===== src/rtl/encoder_axi_master.sv =====
// AXI4-Lite initiator: converts single-beat commands into AXI4-Lite reads/writes, one at a time.
// Optional per-channel wait timeout enabled by defining AXIL_TIMEOUT_EN.
module encoder_axi_master #(
    parameter int unsigned ADDR_W         = 32,
    parameter int unsigned TIMEOUT_CYCLES = 1024
) (
    input  logic              s_axi_aclk,
    input  logic              s_axi_aresetn,
    input  logic              cmd_valid,
    output logic              CMD_READY,
    input  logic              cmd_write,
    input  logic [ADDR_W-1:0] cmd_addr,
    input  logic [31:0]       cmd_wdata,
    input  logic [3:0]        cmd_wstrb,
    output logic              RSP_VALID,
    input  logic              rsp_ready,
    output logic [31:0]       RSP_RDATA,
    output logic [1:0]        RSP_RESP,
    output logic              RSP_TIMEOUT,
    output logic [ADDR_W-1:0] AW_ADDR,
    output logic              AW_VALID,
    input  logic              aw_ready,
    output logic [31:0]       W_DATA,
    output logic [3:0]        W_STRB,
    output logic              W_VALID,
    input  logic              w_ready,
    input  logic [1:0]        b_resp,
    input  logic              b_valid,
    output logic              B_READY,
    output logic [ADDR_W-1:0] AR_ADDR,
    output logic              AR_VALID,
    input  logic              ar_ready,
    input  logic [31:0]       r_data,
    input  logic [1:0]        r_resp,
    input  logic              r_valid,
    output logic              R_READY
);

    localparam int unsigned CNT_W = 16;

    // The wait counter is 16 bits wide, so the limit must fit in it.
    if (TIMEOUT_CYCLES < 2 || TIMEOUT_CYCLES > 65536) begin : g_bad_timeout
        $error("encoder_axi_master: TIMEOUT_CYCLES out of range");
    end

    typedef enum logic [2:0] {
        IDLE    = 3'd0,
        WR      = 3'd1,
        WRESP   = 3'd2,
        RD_ADDR = 3'd3,
        RD_DATA = 3'd4,
        RSP     = 3'd5
    } state_t;

    state_t              state_q, state_d;
    logic                cmd_ready_q, cmd_ready_d;
    logic                rsp_valid_q, rsp_valid_d;
    logic [31:0]         rsp_rdata_q, rsp_rdata_d;
    logic [1:0]          rsp_resp_q, rsp_resp_d;
    logic                rsp_timeout_q, rsp_timeout_d;
    logic [ADDR_W-1:0]   aw_addr_q, aw_addr_d;
    logic                aw_valid_q, aw_valid_d;
    logic [31:0]         w_data_q, w_data_d;
    logic [3:0]          w_strb_q, w_strb_d;
    logic                w_valid_q, w_valid_d;
    logic                b_ready_q, b_ready_d;
    logic [ADDR_W-1:0]   ar_addr_q, ar_addr_d;
    logic                ar_valid_q, ar_valid_d;
    logic                r_ready_q, r_ready_d;
    logic                aw_done_q, aw_done_d;
    logic                w_done_q, w_done_d;
`ifdef AXIL_TIMEOUT_EN
    logic [CNT_W-1:0]    cnt_q, cnt_d;
    logic                waiting_c;
`endif

    // Next-state and registered-output computation
    always_comb begin
        state_d       = state_q;
        cmd_ready_d   = cmd_ready_q;
        rsp_valid_d   = rsp_valid_q;
        rsp_rdata_d   = rsp_rdata_q;
        rsp_resp_d    = rsp_resp_q;
        rsp_timeout_d = rsp_timeout_q;
        aw_addr_d     = aw_addr_q;
        aw_valid_d    = aw_valid_q;
        w_data_d      = w_data_q;
        w_strb_d      = w_strb_q;
        w_valid_d     = w_valid_q;
        b_ready_d     = b_ready_q;
        ar_addr_d     = ar_addr_q;
        ar_valid_d    = ar_valid_q;
        r_ready_d     = r_ready_q;
        aw_done_d     = aw_done_q;
        w_done_d      = w_done_q;

        case (state_q)
            IDLE: begin
                if (cmd_valid && cmd_ready_q) begin
                    cmd_ready_d = 1'b0;
                    if (cmd_write) begin
                        aw_addr_d  = cmd_addr;
                        w_data_d   = cmd_wdata;
                        w_strb_d   = cmd_wstrb;
                        aw_valid_d = 1'b1;
                        w_valid_d  = 1'b1;
                        aw_done_d  = 1'b0;
                        w_done_d   = 1'b0;
                        state_d    = WR;
                    end else begin
                        ar_addr_d  = cmd_addr;
                        ar_valid_d = 1'b1;
                        state_d    = RD_ADDR;
                    end
                end
            end
            WR: begin
                // AW and W retire independently; B is opened once both are done
                if (aw_valid_q && aw_ready) begin
                    aw_valid_d = 1'b0;
                    aw_done_d  = 1'b1;
                end
                if (w_valid_q && w_ready) begin
                    w_valid_d = 1'b0;
                    w_done_d  = 1'b1;
                end
                if (aw_done_d && w_done_d) begin
                    aw_done_d = 1'b0;
                    w_done_d  = 1'b0;
                    b_ready_d = 1'b1;
                    state_d   = WRESP;
                end
            end
            WRESP: begin
                if (b_valid) begin
                    rsp_resp_d  = b_resp;
                    rsp_rdata_d = 32'd0;
                    b_ready_d   = 1'b0;
                    rsp_valid_d = 1'b1;
                    state_d     = RSP;
                end
            end
            RD_ADDR: begin
                if (ar_ready) begin
                    ar_valid_d = 1'b0;
                    r_ready_d  = 1'b1;
                    state_d    = RD_DATA;
                end
            end
            RD_DATA: begin
                if (r_valid) begin
                    rsp_rdata_d = r_data;
                    rsp_resp_d  = r_resp;
                    r_ready_d   = 1'b0;
                    rsp_valid_d = 1'b1;
                    state_d     = RSP;
                end
            end
            RSP: begin
                if (rsp_ready) begin
                    rsp_valid_d   = 1'b0;
                    rsp_timeout_d = 1'b0;
                    cmd_ready_d   = 1'b1;
                    state_d       = IDLE;
                end
            end
            default: begin
                state_d     = IDLE;
                cmd_ready_d = 1'b1;
            end
        endcase

`ifdef AXIL_TIMEOUT_EN
        // Abort a hung channel: withdraw everything and report DECERR with the timeout flag
        waiting_c = (state_q == WR) || (state_q == WRESP) ||
                    (state_q == RD_ADDR) || (state_q == RD_DATA);
        cnt_d = '0;
        if (waiting_c && (state_d == state_q)) begin
            if (cnt_q == CNT_W'(TIMEOUT_CYCLES - 1)) begin
                aw_valid_d    = 1'b0;
                w_valid_d     = 1'b0;
                b_ready_d     = 1'b0;
                ar_valid_d    = 1'b0;
                r_ready_d     = 1'b0;
                aw_done_d     = 1'b0;
                w_done_d      = 1'b0;
                rsp_resp_d    = 2'b11;
                rsp_rdata_d   = 32'd0;
                rsp_timeout_d = 1'b1;
                rsp_valid_d   = 1'b1;
                state_d       = RSP;
            end else begin
                cnt_d = cnt_q + CNT_W'(1);
            end
        end
`endif
    end

    // State and output registers with synchronous active-low reset
    always_ff @(posedge s_axi_aclk) begin
        if (!s_axi_aresetn) begin
            state_q       <= IDLE;
            cmd_ready_q   <= 1'b1;
            rsp_valid_q   <= 1'b0;
            rsp_rdata_q   <= '0;
            rsp_resp_q    <= '0;
            rsp_timeout_q <= 1'b0;
            aw_addr_q     <= '0;
            aw_valid_q    <= 1'b0;
            w_data_q      <= '0;
            w_strb_q      <= '0;
            w_valid_q     <= 1'b0;
            b_ready_q     <= 1'b0;
            ar_addr_q     <= '0;
            ar_valid_q    <= 1'b0;
            r_ready_q     <= 1'b0;
            aw_done_q     <= 1'b0;
            w_done_q      <= 1'b0;
`ifdef AXIL_TIMEOUT_EN
            cnt_q         <= '0;
`endif
        end else begin
            state_q       <= state_d;
            cmd_ready_q   <= cmd_ready_d;
            rsp_valid_q   <= rsp_valid_d;
            rsp_rdata_q   <= rsp_rdata_d;
            rsp_resp_q    <= rsp_resp_d;
            rsp_timeout_q <= rsp_timeout_d;
            aw_addr_q     <= aw_addr_d;
            aw_valid_q    <= aw_valid_d;
            w_data_q      <= w_data_d;
            w_strb_q      <= w_strb_d;
            w_valid_q     <= w_valid_d;
            b_ready_q     <= b_ready_d;
            ar_addr_q     <= ar_addr_d;
            ar_valid_q    <= ar_valid_d;
            r_ready_q     <= r_ready_d;
            aw_done_q     <= aw_done_d;
            w_done_q      <= w_done_d;
`ifdef AXIL_TIMEOUT_EN
            cnt_q         <= cnt_d;
`endif
        end
    end

    assign CMD_READY   = cmd_ready_q;
    assign RSP_VALID   = rsp_valid_q;
    assign RSP_RDATA   = rsp_rdata_q;
    assign RSP_RESP    = rsp_resp_q;
    assign RSP_TIMEOUT = rsp_timeout_q;
    assign AW_ADDR     = aw_addr_q;
    assign AW_VALID    = aw_valid_q;
    assign W_DATA      = w_data_q;
    assign W_STRB      = w_strb_q;
    assign W_VALID     = w_valid_q;
    assign B_READY     = b_ready_q;
    assign AR_ADDR     = ar_addr_q;
    assign AR_VALID    = ar_valid_q;
    assign R_READY     = r_ready_q;

endmodule


===== config.mk =====
export PLATFORM = sky130hd
export DESIGN_NAME = encoder_axi_master
export DESIGN_NICKNAME = d
export VERILOG_FILES = /design/src/rtl/encoder_axi_master.sv
export SDC_FILE = /design/constraint.sdc
export NUM_CORES = 1
export LEC_CHECK = 0
export ABC_CLOCK_PERIOD_IN_PS = 4450
export CAP_MARGIN = 10
export CORE_ASPECT_RATIO = 1.2
export CORE_UTILIZATION = 44
export CTS_CLUSTER_DIAMETER = 50
export CTS_CLUSTER_SIZE = 20
export DETAILED_ROUTE_END_ITERATION = 6
export PLACE_DENSITY_LB_ADDON = 0.25
export SYNTH_ARGS = -nofsm -noshare
export SYNTH_HDL_FRONTEND = slang
export SYNTH_SLANG_ARGS = --single-unit
export TNS_END_PERCENT = 100

===== constraint.sdc =====
create_clock -name s_axi_aclk -period 4.45 [get_ports s_axi_aclk]
set_clock_uncertainty 0.15 [all_clocks]
set_input_delay 0.445 -clock s_axi_aclk [delete_from_list [all_inputs] [get_ports s_axi_aclk]]
set_output_delay 0.445 -clock s_axi_aclk [all_outputs]
set_load 0.02 [all_outputs]

==> impl_results.md, run 1 <==
* Tightest Pin Transition at 1.10 ns
* Slew margin rel. at 0.268
* Syn Std Cell Area at 5470 um2
* Hold_ws at 0.303 ns
* Fill count at 956
* WS Path Type: reg2reg
* Fmax at 382 MHz
* Peak VDD IR at 0.304 mV
* DRT iter0 DRCs at 324
* Largest net degree at the start of global routing at 94
* Post-cts hold buffer count at 0
* Yosys top cell area share at 0.535
* DP Area at 8000 um2
* Area Growth Syn to Fin at 56.8%
* Critical path origin: state_q[2]$_SDFFE_PN0P_
* Final Routed Wirelength at 16.0 mm
* Setup TNS at 0 ns
* Min-delay src: AR_ADDR[22]$_SDFFE_PN0P_
* Core box area at 12100 um2
* Synth Flop Type: dfxtp_1
* Final slew viol count at 0
* Via Count at 5424
* Initial antenna violation count at 0
* Initial Utilization at 0.451
* Worst endpoint required time at 4.61 ns
* CP Max Fanout at 45
* DRT Pass-1 Iters at 4
* PwrDens at 454 nW/um2
* CTS H-tree depth at 4
* Post-synthesis net count at 787
* Unique masters post-synth at 40
* DRC viols at 0
* Port Buffers at 254
* Post-synth top cells: 207 x nand2_1, 146 x dfxtp_1, 140 x a21oi_1, 35 x nand2b_1, 34 x nand3_1
* Nets at 1013
* Die X at 104 um
* Synth area leaders: dfxtp_1 53%, nand2_1 14%, a21oi_1 13%, nand2b_1 4.0%, nand3_1 3.1%
* Crit path time final at 2.61 ns
* Total power at 0.00389 W
* Worst setup EP type: register
* CTS Buf Count at 17
* Warning count from the yosys run at 0
* Final Instance Area at 8570 um2
* Diodes inserted at 0
* Largest stage delay, worst path at 0.75 ns
* Hpwl dp at 11.2 mm
* Status: finished clean
* CP cell instances: nand3b_1, a21oi_4, buf_4, nor2_1, a211oi_1
* Multi-input gate area at 2260 um2
* Synthesized area per cell at 8.12 um2
* Grt total ovfl at 0
* Asr flop ratio synth at 0
* Period utilisation layout at 0.588
* DRT antenna net count at 0
* Setup violators final at 0
* Max Root-Sink Buffers at 2
* Cell taking the most area after synthesis: dfxtp_1
* HP Class: reg2reg
* Worst-Skew Late Latency at 0.41 ns
* Register Area at 2920 um2
* Root Driver: clkbuf_16
* CTS Sinks at 146
* Core Rows at 44
* WL/cell at 14.9 um
* R2r startpoint: state_q[2]$_SDFFE_PN0P_
* Resized Gates After CTS at 0
* GP Congestion at 0.869
* Io pins at 256
* Setup Fix Bufs, Post-CTS at 0
* Total GRT Usage at 0.243
* Post-Syn Instances at 673
* CP arrival at 2.78 ns
* Vias in the first global route at 5227
* Hold Violations, Final at 0
* Vias/cell at 5.05
* Top-count cell post-synth: nand2_1
* CP delay by family, top: compound AO/OA/AOI/OAI gates
* RSZ-0062 raised after global routing: no
* CTS tree: built
* Buf+Inv Stages, Crit Path at 1
* CP startpoint kind: register
* Leak pwr at 2.92 nW
* Reg clk slew, reported paths at 0.06 ns
* First-pass GRT wire length at 25.1 mm
* Max-Cap Viols at 0
* Ratio of cells with drive above 1 in the final layout at 0.0526
* Post-synth EDFFs at 0
* Die Area at 12900 um2
* Sequential share of the synthesized area at 0.535
* Seq cells post-synth at 146
* Crit-path slowest cell: a21oi_4
* Die H at 124 um
-- layer usage --
metal  track usage  vias to the layer above  share of wire
met3        0.0759                       23          0.069
met2         0.441                      206           0.51
li1              -                     2678              -
met5             0                        -              0
met1         0.270                     2517           0.40
met4        0.0902                        0          0.017
-- cells in the final DEF (no fill, tap or decap), types with 7 or more instances in the layout --
cell and count:
inv_6 7, nor2_1 8, clkdlybuf4s50_1 254, dfxtp_1 146, nand3_1 34, nand2b_1 35, clkbuf_16 17, nand2_1 207
a21oi_1 140, buf_4 8
-- report_power, final --
part,total [W],switching (W),internal (W)
Sequential,0.00154,0.000109,0.00143
Combinational,0.000996,0.000544,0.000452
Clock,0.00136,0.000574,0.000782
Total,0.00389,0.00123,0.00266
-- area by class of cell --
| cell class | count | share of cell area |
|---|---|---|
| flip-flops and latches | 146 | 0.341 |
| repair buffers | 262 | 0.304 |
| multi-input cells | 469 | 0.264 |
| clock buffers | 17 | 0.0496 |
| well taps | 161 | 0.0235 |
| clock inverters | 15 | 0.0169 |
| inverters | 3 | 0.00161 |
-- worst register-to-register path: stages (launching register included) --
cell,delay (ns)
dfxtp_1,0.72
nand3b_1,0.22
a21oi_4,0.75
buf_4,0.39
nor2_1,0.07
a211oi_1,0.22
-- sequential cells by signal, summed over array words and instances (netlist names) --
signal and count:
aw_done_q 1, W_STRB 4, AW_VALID 1, state_q 3, CMD_READY 1, RSP_VALID 1, AR_ADDR 32, RSP_RDATA 32
W_VALID 1, AW_ADDR 32, w_done_q 1, R_READY 1, W_DATA 32, B_READY 1, AR_VALID 1, RSP_RESP 2
-- final timing paths --
kind	end	slack [ns]	cells after the start
worst min register to register	AR_ADDR[22]$_SDFFE_PN0P_	0.30	2
worst max register to register	RSP_RESP[1]$_SDFFE_PN0P_	1.84	5
worst max-delay path	RSP_RESP[1]$_SDFFE_PN0P_	1.84	5
worst min-delay path	AR_ADDR[22]$_SDFFE_PN0P_	0.30	2
-- per-stage QoR --
stage	util	worst slack [ns]	cells
floorplan	-	2.64	673
global placement	0.661	1.70	1041
detailed placement	0.661	1.64	1041
CTS	0.708	1.87	1073
global route	0.708	1.66	1073
finish	0.708	1.84	1073
-- cells by family after synthesis --
family / Yosys count / share of synthesized area
muxes: 3 / 0.00549
buffers and inverters: 58 / 0.0533
other: 1 / 0.000686
DFF: 146 / 0.535
AOI/OAI and AO/OA: 157 / 0.152
and+or+nand+nor: 308 / 0.254
No activity file was read; power rests on OpenSTA's default activity.
==> inputs of run 2 (changes only) <==
- ABC_CLOCK_PERIOD_IN_PS: 4450 -> 2200
- CORE_UTILIZATION: 44 -> 37
- clock period: 4.45 -> 2.2 ns (I/O delays scaled with it)
==> impl_results.md, run 2 (same netlist as run 1, synthesis figures left out) <==
* Status: finished clean (unchanged)
* Buf+Inv Stages, Crit Path at 1 (unchanged)
* Share of total power in the clock network at 0.366 (was 0.349)
* Setup violators final at 0 (unchanged)
* P_int at 0.00587 W (was 0.00266 W)
* CP delay by family, top: buffers and inverters (was compound AO/OA/AOI/OAI gates)
* Worst setup EP type: output pin (was register)
* Top layer in use: met4 (unchanged)
* Dpl ws at 0.235 ns (was 1.64 ns)
* Met2 wire length at 7.49 mm (was 8.20 mm)
* Largest stage delay, worst path at 0.67 ns (was 0.75 ns)
* Final Instance Area at 8850 um2 (was 8570 um2)
* Setup Fix Bufs, Post-CTS at 0 (unchanged)
* Max Root-Sink Buffers at 2 (unchanged)
* Core box area at 14400 um2 (was 12100 um2)
* Die H at 135 um (was 124 um)
* Peak VDD IR at 0.488 mV (was 0.304 mV)
* Total GRT Usage at 0.205 (was 0.243)
* Register share of total power at 0.368 (was 0.395)
* Io pins at 256 (unchanged)
* Worst-Skew Late Latency at 0.41 ns (about the same)
* CP arrival at 1.54 ns (was 2.78 ns)
* Resized Gates After CTS at 0 (unchanged)
* Psw at 0.00245 W (was 0.00123 W)
* DRT iter0 DRCs at 275 (was 324)
* Setup ws final at 0.293 ns (was 1.84 ns)
* Period utilisation layout at 0.867
* Initial Utilization at 0.379 (was 0.451)
* First-pass GRT wire length at 24.7 mm (was 25.1 mm)
* RSZ-0062 raised after global routing: no (unchanged)
* Area Growth Syn to Fin at 61.9% (was 56.8%)
* Leak pwr at 3.05 nW (was 2.92 nW)
* DRT antenna net count at 0 (unchanged)
* WL/cell at 14.1 um (was 14.9 um)
* Root Driver: clkbuf_16 (unchanged)
* HP Class: in2reg (was reg2reg)
* Most frequent cells in the layout: 254 x clkdlybuf4s50_1, 207 x nand2_1, 146 x dfxtp_1 (unchanged)
* CP Max Fanout at 8 (was 45)
* DRT Pass-1 Iters at 5 (was 4)
* CTS Sinks at 146 (unchanged)
* Logic pwr share at 0.266 (was 0.256)
* DP Area at 8220 um2 (was 8000 um2)
* Via Count at 5307 (was 5424)
* Worst endpoint required time at 1.83 ns (was 4.61 ns)
* Wire length on met3 at 1.15 mm (was 1.10 mm)
* CTS Buf Count at 17 (unchanged)
* Setup TNS at 0 ns (unchanged)
* Final Routed Wirelength at 15.6 mm (was 16.0 mm)
* Largest net degree at the start of global routing at 61 (was 94)
* WS Path Type: reg2out (was reg2reg)
* Fmax at 524 MHz
* DRC viols at 0 (unchanged)
* Grt total ovfl at 0 (unchanged)
* GP Congestion at 0.813 (was 0.869)
* Metal1 wirelength at 6.52 mm (was 6.40 mm)
* Vias in the first global route at 4999 (was 5227)
* Die X at 113 um (was 104 um)
* Die Area at 15300 um2 (was 12900 um2)
* Reg clk slew, reported paths at 0.06 ns (about the same)
* Ratio of cells with drive above 1 in the final layout at 0.0648 (was 0.0526)
* CP cell instances: clkdlybuf4s50_1 (was nand3b_1, a21oi_4, buf_4, nor2_1, a211oi_1)
* Vias/cell at 4.82 (was 5.05)
* CTS H-tree depth at 4 (unchanged)
* Crit path time final at 1.91 ns
* Core Util, Final at 0.614 (was 0.708)
* CP startpoint kind: register (unchanged)
* Initial antenna violation count at 0 (unchanged)
* Hold Violations, Final at 0 (unchanged)
* Final slew viol count at 0 (unchanged)
* Post-cts hold buffer count at 0 (unchanged)
* Core Rows at 48 (was 44)
* Diodes inserted at 0 (unchanged)
* Max-Cap Viols at 0 (unchanged)
* CTS tree: built (unchanged)
* Crit-path slowest cell: clkdlybuf4s50_1 (was a21oi_4)
* Hpwl dp at 10.6 mm (was 11.2 mm)
* Hold_ws at 0.196 ns (was 0.303 ns)
* Nets at 1027 (was 1013)
* Port Buffers at 254 (unchanged)
* PwrDens at 940 nW/um2 (was 454 nW/um2)
* Most common cell after layout, fill and taps aside: clkdlybuf4s50_1 (unchanged)
* Switching share of power at 0.295 (was 0.315)
run 2: power by group through the flow:
stage	Combinational [W]	Clock (W)	Sequential, W
after floorplan	0.00100	0	0.00335
after global placement	0.00221	0	0.00311
final	0.00221	0.00305	0.00306
after detailed placement	0.00222	0	0.00311
after CTS	0.00223	0.00312	0.00306
after global routing	0.00239	0.00324	0.00309
run 2: path summary, 6_finish.rpt:
path	from	endpoint	slack [ns]	depth (start not counted)
setup / recovery	CMD_READY$_SDFFE_PN1P_	CMD_READY	0.29	1
hold / removal	cmd_wdata[19]	W_DATA[19]$_SDFFE_PN0P_	0.20	3
setup reg to reg	state_q[0]$_SDFFE_PN0P_	state_q[1]$_SDFFE_PN0P_	0.32	5
hold reg to reg	W_DATA[8]$_SDFFE_PN0P_	W_DATA[8]$_SDFFE_PN0P_	0.30	2
run 2: routing by layer:
metal,up-vias,track usage
li1,2703,-
met1,2390,0.244
met2,187,0.335
met3,27,0.0698
met4,0,0.0943
met5,-,0
run 2: through the flow:
| step | power [W] | std cells |
|---|---|---|
| 6_report | 0.00832 | 1101 |
| 5_1_grt | 0.00872 | 1101 |
| 4_1_cts | 0.00841 | 1101 |
| 3_5_place_dp | 0.00533 | 1069 |
| 3_3_place_gp | 0.00531 | 1069 |
| 2_1_floorplan | 0.00435 | 673 |
run 2: final cells by class:
| type | count | area [um2] |
|---|---|---|
| Inverter | 3 | 13.8 |
| Fill cell | 1286 | 5560 |
| Timing Repair Buffer | 276 | 2810 |
| Multi-Input combinational cell | 469 | 2260 |
| Clock inverter | 12 | 180 |
| Tap cell | 175 | 219 |
| Sequential cell | 146 | 2920 |
| Clock buffer | 20 | 447 |
